$ cat src/rtl/arith_pkg.sv
// ---------------------------------------------------------------------------
// arith_pkg
// Shared definitions for the arithmetic/display chain.
//   state_t        : two-state sequencer encoding (IDLE, WORK)
//   BCD_ADJ_THRESH : digit value at or above which the double-dabble adjust
//                    is applied before a shift
//   BCD_ADJ_ADD    : amount added by that adjust
//   cnt_width()    : width of a counter that must hold the value WIDTH
// ---------------------------------------------------------------------------
package arith_pkg;

  typedef enum logic {
    IDLE = 1'b0,
    WORK = 1'b1
  } state_t;

  localparam logic [3:0] BCD_ADJ_THRESH = 4'd5;
  localparam logic [3:0] BCD_ADJ_ADD    = 4'd3;

  // Counter must represent WIDTH itself (loaded at start), hence WIDTH+1.
  function automatic int cnt_width(input int width);
    return $clog2(width + 1);
  endfunction

endpackage

$ cat src/rtl/bcd_digit_adj.sv
// ---------------------------------------------------------------------------
// bcd_digit_adj
// Combinational double-dabble digit adjust: a BCD digit of 5 or more gets 3
// added so that the following left shift carries correctly into the next
// decimal digit.
//   i_digit : 4-bit BCD digit before adjust
//   o_digit : 4-bit adjusted digit (never exceeds 4'hC for valid BCD input)
// ---------------------------------------------------------------------------
module bcd_digit_adj
  import arith_pkg::*;
(
  input  logic [3:0] i_digit,
  output logic [3:0] o_digit
);

  assign o_digit = (i_digit >= BCD_ADJ_THRESH) ? (i_digit + BCD_ADJ_ADD) : i_digit;

endmodule

$ cat src/rtl/bin2bcd_seq.sv
// ---------------------------------------------------------------------------
// bin2bcd_seq
// Sequential binary-to-BCD converter (shift-and-add-3), one input bit per
// clock. A conversion takes WIDTH cycles of busy; the result register only
// changes at completion, so intermediate accumulator values are never seen.
//   clk_i   : clock, rising edge
//   rst_i   : asynchronous active-high reset
//   start_i : conversion request, sampled only while idle
//   x_bi    : binary operand, sampled in the start cycle
//   busy_o  : high while a conversion is running (decoded from state)
//   done_o  : one-cycle pulse when y_bo takes a new result
//   y_bo    : packed BCD result, digit 0 in bits [3:0]
// ---------------------------------------------------------------------------
module bin2bcd_seq
  import arith_pkg::*;
#(
  parameter int WIDTH  = 8,
  parameter int DIGITS = 3
) (
  input  logic                  clk_i,
  input  logic                  rst_i,
  input  logic                  start_i,
  input  logic [WIDTH-1:0]      x_bi,
  output logic                  busy_o,
  output logic                  done_o,
  output logic [4*DIGITS-1:0]   y_bo
);

  localparam int CW = cnt_width(WIDTH);
  localparam int BW = 4 * DIGITS;

  // Refuse to build a converter whose digits cannot hold the largest input.
  if (10 ** DIGITS <= 2 ** WIDTH - 1) begin : g_bad_digits
    $error("bin2bcd_seq: DIGITS too small for WIDTH");
  end

  state_t            r_state;
  state_t            w_state_next;
  logic [CW-1:0]     r_cnt;
  logic [WIDTH-1:0]  r_shift;
  logic [BW-1:0]     r_acc;
  logic [BW-1:0]     r_y;
  logic              r_done;

  logic [BW-1:0]        w_adj;
  logic [BW+WIDTH-1:0]  w_cat_shl;
  logic                 w_load;
  logic                 w_step;
  logic                 w_last;

  // All digits adjusted in parallel before the shift, so no adjusted digit
  // can spill into its neighbour.
  for (genvar gi = 0; gi < DIGITS; gi++) begin : g_adj
    bcd_digit_adj u_adj (
      .i_digit (r_acc[4*gi +: 4]),
      .o_digit (w_adj[4*gi +: 4])
    );
  end

  // One shift of {accumulator, shift register}; the MSB of the operand
  // enters bit 0 of the accumulator.
  assign w_cat_shl = {w_adj, r_shift} << 1;

  // Counter value 1 means this shift is the last one.
  assign w_last = (r_cnt == CW'(1));

  always_comb begin
    w_state_next = r_state;
    w_load       = 1'b0;
    w_step       = 1'b0;
    case (r_state)
      IDLE: begin
        if (start_i) begin
          w_load       = 1'b1;
          w_state_next = WORK;
        end
      end
      WORK: begin
        w_step = 1'b1;
        if (w_last) begin
          w_state_next = IDLE;
        end
      end
      default: w_state_next = IDLE;
    endcase
  end

  always_ff @(posedge clk_i or posedge rst_i) begin
    if (rst_i) begin
      r_state <= IDLE;
    end else begin
      r_state <= w_state_next;
    end
  end

  always_ff @(posedge clk_i or posedge rst_i) begin
    if (rst_i) begin
      r_cnt   <= '0;
      r_shift <= '0;
      r_acc   <= '0;
      r_y     <= '0;
      r_done  <= 1'b0;
    end else begin
      r_done <= 1'b0;
      if (w_load) begin
        r_shift <= x_bi;
        r_acc   <= '0;
        r_cnt   <= CW'(WIDTH);
      end else if (w_step) begin
        r_acc   <= w_cat_shl[BW+WIDTH-1:WIDTH];
        r_shift <= w_cat_shl[WIDTH-1:0];
        r_cnt   <= r_cnt - CW'(1);
        if (w_last) begin
          r_y    <= w_cat_shl[BW+WIDTH-1:WIDTH];
          r_done <= 1'b1;
        end
      end
    end
  end

  assign busy_o = (r_state == WORK);
  assign done_o = r_done;
  assign y_bo   = r_y;

endmodule

$ cat config.mk
export PLATFORM = sky130hd
export DESIGN_NAME = bin2bcd_seq
export DESIGN_NICKNAME = d
export VERILOG_FILES = /design/src/rtl/arith_pkg.sv /design/src/rtl/bcd_digit_adj.sv /design/src/rtl/bin2bcd_seq.sv
export SDC_FILE = /design/constraint.sdc
export NUM_CORES = 1
export LEC_CHECK = 0
export CAP_MARGIN = 5
export CORE_MARGIN = 5
export CORE_UTILIZATION = 35
export CTS_CLUSTER_DIAMETER = 80
export CTS_CLUSTER_SIZE = 16
export DETAILED_ROUTE_END_ITERATION = 8
export GPL_ROUTABILITY_DRIVEN = 0
export PLACE_DENSITY = 0.56
export SLEW_MARGIN = 30
export SYNTH_ARGS = -nofsm -noshare
export SYNTH_HDL_FRONTEND = slang
export SYNTH_SLANG_ARGS = --single-unit
$ cat constraint.sdc
create_clock -name clk_i -period 1.4 [get_ports clk_i]
set_input_delay 0.28 -clock clk_i [delete_from_list [all_inputs] [get_ports clk_i]]
set_output_delay 0.28 -clock clk_i [all_outputs]
set_load 0.05 [all_outputs]
==> out/qor.yml, run 1 <==
syn_area_mm2: 0.00177
wl_um: 3830
grt_pass1_wl_um: 6690
r2r_slack_ns: -0.02
area_growth_pct: 50.1
start_util_pct: 36.8
clock_skew_ns: 0.00609
p_per_area_mw_per_mm2: 2610
synth_top_family_by_area: "compound AO/OA/AOI/OAI gates"
final_max_slew_viol_count: 0
cp_data_required_time_ns: 1.62
syn_area_per_cell_um2: 9.95
timing.fmax_mhz: 704
clock_path_buffers: 2
synth_compound_gate_area_share_pct: 13.8
n_antenna_cell: 0
synthesis.nets: 197
htreeDepth: 2
fin_crit_ns: 1.42
drive_gt1_share_pct: 34.9
synthMuxAreaShare_pct: 7.20
dp_cells: 283
num-fill-cells: 429
postRouteAntennaNets: 0
nets: 247
hold_buffers: 0
synth-seq-cells: 38
rsz0062_at_grt: "true"
status: "complete, but fails checks"
io_buffer_count: 24
hold_viol_final: 0
crit_type: "reg -> reg"
endpoint_kind: "flop"
synth-seq-area-share_pct: 53.7
synth-async-reset-ratio_pct: 100
r2r_start: "r_acc[1]"
hpwlAfterDp_um: 2810
finalCritPeriodShare_pct: 101
cts_tree: "done"
cp-start-kind: "flop"
track_usage_pct: 13.2
ir_drop_uv: 913
ys.flop_type: "dfrtp_1"
drcViolationCount: 0
cts_root_buf: "clkbuf_8"
ys_warn_count: 0
antenna_found_initial: 0
core_mm2: 0.00482
clkTransAtPathRegs_ns: 0.07
p_leak_nw: 1.20
dieArea_mm2: 0.00658
grt_max_degree: 20
cap_violations: 0
synth_edf_count: 0
cts_buffers: 5
grt-ovfl-total: 0
synth_simple_gate_area_share_pct: 13.1
synth_xor_area_share_pct: 1.48
arrival_ns: 1.64
slew_headroom_pct: 82.7
rows: 25
dieHeight_um: 81.1
vias: 1382
cts_sinks: 38
violations: "negative setup slack"
hold_path_class: "in -> async"
setup_viol: 5
crit_fanout: 3
grt_pass1_vias: 1483
tightestPinTransition_ns: 0.259
synth_cell_type_count: 26
die_w_um: 81.1
drt_iter0_drc: 71
crit_path_start: "r_acc[1]"
insertion_delay_ns: 0.29
dr.pass1.iters: 4
io_pins: 25
wl_per_cell_um: 12.9
timing.final.ws_setup_ns: -0.0204
synth-adder-area-share_pct: 5.65
final_cell_count_no_fill: 296
hold_ws_ns: 0.338
viasPerCell: 4.67
postSynthCellCount: 178
[layout by cell type (no fill, tap or decap), drive strengths merged, types with 4 or more instances in the layout]
master	count
mux2i	9
buf	40
nor2	9
clkdlybuf4s50	10
nand2	32
a21oi	9
o21ai	29
or3	4
ha	8
clkbuf	7
inv	13
dfrtp	38
[power by group]
group	leakage [nW]	internal (W)	switching (W)	total, W
Sequential	0.478	0.00159	0.000510	0.00210
Clock	0.0482	0.000397	0.000373	0.000771
Combinational	0.669	0.00212	0.00195	0.00407
Total	1.20	0.00411	0.00283	0.00694
[cell usage after synthesis (2+ instances only)]
master / count / share of area (%)
buf_2: 5 / 1.4
buf_4: 2 / 0.85
mux2_2: 2 / 1.3
nor2_1: 8 / 1.7
nand2_1: 32 / 6.8
mux2i_1: 9 / 5.1
a21oi_1: 8 / 2.3
or3_1: 4 / 1.4
inv_1: 12 / 2.5
o22ai_1: 2 / 0.71
nor3b_1: 3 / 1.3
dfrtp_1: 38 / 54
o21ai_0: 28 / 7.9
ha_1: 8 / 5.6
a31oi_1: 2 / 0.71
xnor2_1: 3 / 1.5
nand2b_1: 3 / 1.1
[final timing paths]
check	endpoint	cells past startpoint
max	y_bo[2]	6
min	r_shift[1]	3
max reg2reg	y_bo[2]	6
min reg2reg	r_shift[3]	2
max in group asynchronous	r_acc[4]	3
min in group clk_i	r_shift[3]	2
[through the flow]
step / cell area, µm² / total power, W / TNS (ns) / util [%] / worst slack, ns
floorplan: 1790 / 0.00394 / -0.0209 / - / -0.0107
global placement: 2370 / 0.00538 / -0.948 / 49.3 / -0.0816
detailed placement: 2370 / 0.00552 / -2.06 / 49.3 / -0.154
CTS: 2560 / 0.00664 / -0.0616 / 53.1 / -0.0176
global route: 2660 / 0.00742 / -0.486 / 55.2 / -0.0743
finish: 2660 / 0.00694 / -0.0528 / 55.2 / -0.0204
[critical path, cell delays in order, from the launching register on]
cell	delay (ns)
dfrtp_1	0.36
inv_2	0.07
ha_2	0.18
nand2b_4	0.14
a21oi_4	0.15
mux2_4	0.33
o21ai_1	0.11
[flip-flops by register name, summed over array words and instances, names as in the netlist]
name,cells
r_cnt,4
done_o,1
r_shift,8
y_bo,12
busy_o,1
r_acc,12
[layer usage]
metal / track usage (%) / routed length [µm]
met5: 0 / 0
met4: 3.38 / 23
met3: 4.10 / 168
met2: 24.2 / 2080
met1: 14.8 / 1560
[timing repair]
item,in CTS,in global routing
endpoints found under the hold margin,0,0
cloned,0,0
endpoints found under the setup margin,10,14
buffers inserted,2,3
pin swaps,3,5
gates resized for setup,22,17
[cell families (layout without fill, tap and decap cells)]
group | Yosys count | in the layout
and+or+nand+nor | 52 | 52
AOI/OAI and AO/OA | 45 | 45
DFF | 38 | 38
buffers and inverters | 20 | 71
muxes | 12 | 12
adders and majority gates | 8 | 8
xor gates and xnor gates | 3 | 3
[area by class of cell]
type,count,area (µm²),area share (%)
Inverter,13,48.8,1.84
Clock buffer,7,86.3,3.25
Clock inverter,1,5.00,0.188
Timing Repair Buffer,50,583,21.9
Tap cell,67,83.8,3.15
Sequential cell,38,953,35.9
Multi-Input combinational cell,120,898,33.8
Power figures use the tool's default switching activity.
==> run 2, diff against run 1 <==
- SLEW_MARGIN: 30 -> 25
==> results of run 2 <==
The final DEF is identical to that of run 1; final timing and power are the same.
==> run 3, diff against run 2 <==
- CORE_ASPECT_RATIO: unset -> 2
==> run 3 against run 2 <==
  * The flow still finishes with violations (negative setup slack)
  * Register-to-register slack about the same
  * Highest routed layer unchanged
  * Cell area shrank 0.52%
  * Sequential share of layout area rose by 0.14 points
  * Critical path depth is the same
  * Wire length grew 1.7%
  * Utilization fell by 1.3 points
==> out/qor.yml, run 3 (synthesized netlist as in run 1, its figures left out) <==
status: "complete, but fails checks"
violations: "negative setup slack"
io_pins: 25  # unchanged
worst_r2r_endpoint: "r_acc[2]"
dieHeight_um: 111  # +36%
area_growth_pct: 49.3
hpwlAfterDp_um: 2790  # -0.66%
p_per_area_mw_per_mm2: 2620  # +0.24%
dr.pass1.iters: 4  # unchanged
r2r_start: "r_acc[1]"
n_antenna_cell: 0  # unchanged
layout_commonest_cell: "dfrtp_1"
timing.fmax_mhz: 709  # +0.69%
mostFrequentLayoutCells: "37 x dfrtp_1, 32 x nand2_1, 22 x buf_4"
total_power_w: 0.00692  # -0.28%
cp_data_required_time_ns: 1.62  # about the same
finalCritPeriodShare_pct: 101  # -0.70 points
nets: 245  # -0.81%
reg2reg_depth: 6  # unchanged
track_usage_pct: 12.6  # -0.65 points
cts_root_buf: "clkbuf_8"
cts_buffers: 5  # unchanged
max_stage_delay_ns: 0.36  # about the same
cp_slowest_cell: "dfrtp_1"
core_mm2: 0.00491  # +1.9%
rows: 36  # +44%
drcViolationCount: 0  # unchanged
clkTransAtPathRegs_ns: 0.08  # about the same
start_util_pct: 36.1  # -0.69 points
dp_cells: 271  # -4.2%
slew_headroom_pct: 78.5  # -4.3 points
crit_fanout: 4  # +1
num-fill-cells: 433  # +0.93%
cp_top_family: "flip-flops"
postRouteAntennaNets: 0  # unchanged
final_cell_count_no_fill: 284  # -4.1%
cts_sinks: 38  # unchanged
drt_iter0_drc: 18  # -75%
path_buf_inv: 1  # unchanged
cp-start-kind: "flop"
io_buffer_count: 24  # unchanged
dpl-instance-area_mm2: 0.00236  # -0.63%
wl_per_cell_um: 13.7  # +6.0%
grt_pass1_wl_um: 6410  # -4.2%
wl_um: 3890  # +1.7%
hold_path_class: "in -> async"
pre_cts_ws_ns: -0.113  # +0.0406 ns
final_max_slew_viol_count: 0  # unchanged
die_w_um: 60.3  # -26%
r2r_slack_ns: -0.01  # about the same
clock_skew_ns: 0.00895  # +0.00286 ns
timing.final.ws_setup_ns: -0.0107  # +0.00976 ns
grt_pass1_vias: 1476  # -0.47%
drive_gt1_share_pct: 33.9  # -1.0 points
grt-ovfl-total: 0  # unchanged
insertion_delay_ns: 0.29  # about the same
viasPerCell: 4.94  # +5.8%
htreeDepth: 2  # unchanged
setup_viol: 2  # -3
arrival_ns: 1.63  # about the same
tightestPinTransition_ns: 0.319  # +0.0607 ns
dieArea_mm2: 0.00667  # +1.3%
vias: 1403  # +1.5%
fin_area_mm2: 0.00265  # -0.52%
cap_violations: 0  # unchanged
antenna_found_initial: 0  # unchanged
grt_max_degree: 39  # +95%
ir_drop_uv: 1310  # +43%
crit_type: "reg -> reg"
endpoint_kind: "flop"
hold_viol_final: 0  # unchanged
fin_crit_ns: 1.41  # -0.00976 ns
cts_tree: "done"
p_leak_nw: 1.20  # +0.43%
clock_path_buffers: 2  # unchanged
rsz0062_at_grt: "true"
crit_chain: "inv_2, ha_2, nand2b_4, a21oi_4, mux2_4, o21ai_1"
[run 3: layout make-up]
| cell class | count | area [µm²] | share of cell area, % |
|---|---|---|---|
| clock inverters | 1 | 5.00 | 0.189 |
| inverters | 13 | 48.8 | 1.84 |
| flip-flops and latches | 38 | 952 | 36.0 |
| repair buffers | 48 | 577 | 21.8 |
| multi-input cells | 120 | 905 | 34.2 |
| clock buffers | 7 | 86.3 | 3.26 |
| well taps | 57 | 71.3 | 2.70 |
[run 3: worst min-delay path: stages]
cell	delay (ns)
clkdlybuf4s50_1	0.40
inv_1	0.09
buf_12	0.23
[run 3: worst max path at each step]
stage,to,startpoint,cells after the start,slack [ns]
detailed placement,y_bo[2],r_acc[0],5,-0.11
global placement,y_bo[2],r_acc[0],5,-0.04
CTS,y_bo[2],r_acc[0],5,-0.02
global route,y_bo[2],r_acc[1],6,-0.06
finish,r_acc[2],r_acc[1],6,-0.01
floorplan,y_bo[6],r_acc[4],5,-0.01
[run 3: repair_timing]
item | 4_1_cts | 5_1_grt
hold buffers | 0 | 0
setup endpoints to repair | 12 | 14
pin swaps | 3 | 5
buffers inserted | 3 | 2
gates resized for setup | 19 | 16
[run 3: report_power, final]
part | total [W] | internal (W) | switching (W)
clock | 0.000778 | 0.000398 | 0.000381
combinational | 0.00408 | 0.00209 | 0.00199
sequential | 0.00206 | 0.00159 | 0.000470
total | 0.00692 | 0.00408 | 0.00284
[run 3: metal layers]
layer	part of all wire, %	vias to the layer above	GRT usage [%]
met5	0	-	0
met4	2.3	0	6.36
met3	3.8	9	3.04
met2	57	26	22.5
met1	37	679	12.7
li1	-	689	-
[run 3: metrics by stage]
step	hold WS (ns)	TNS [ns]	util, %
final	0.352	-0.0174	53.9
after global routing	0.398	-0.357	53.9
after CTS	0.361	-0.0395	51.9
after detailed placement	0.477	-0.579	48.1
after global placement	0.470	-0.129	48.1
after floorplan	0.436	-0.0209	-
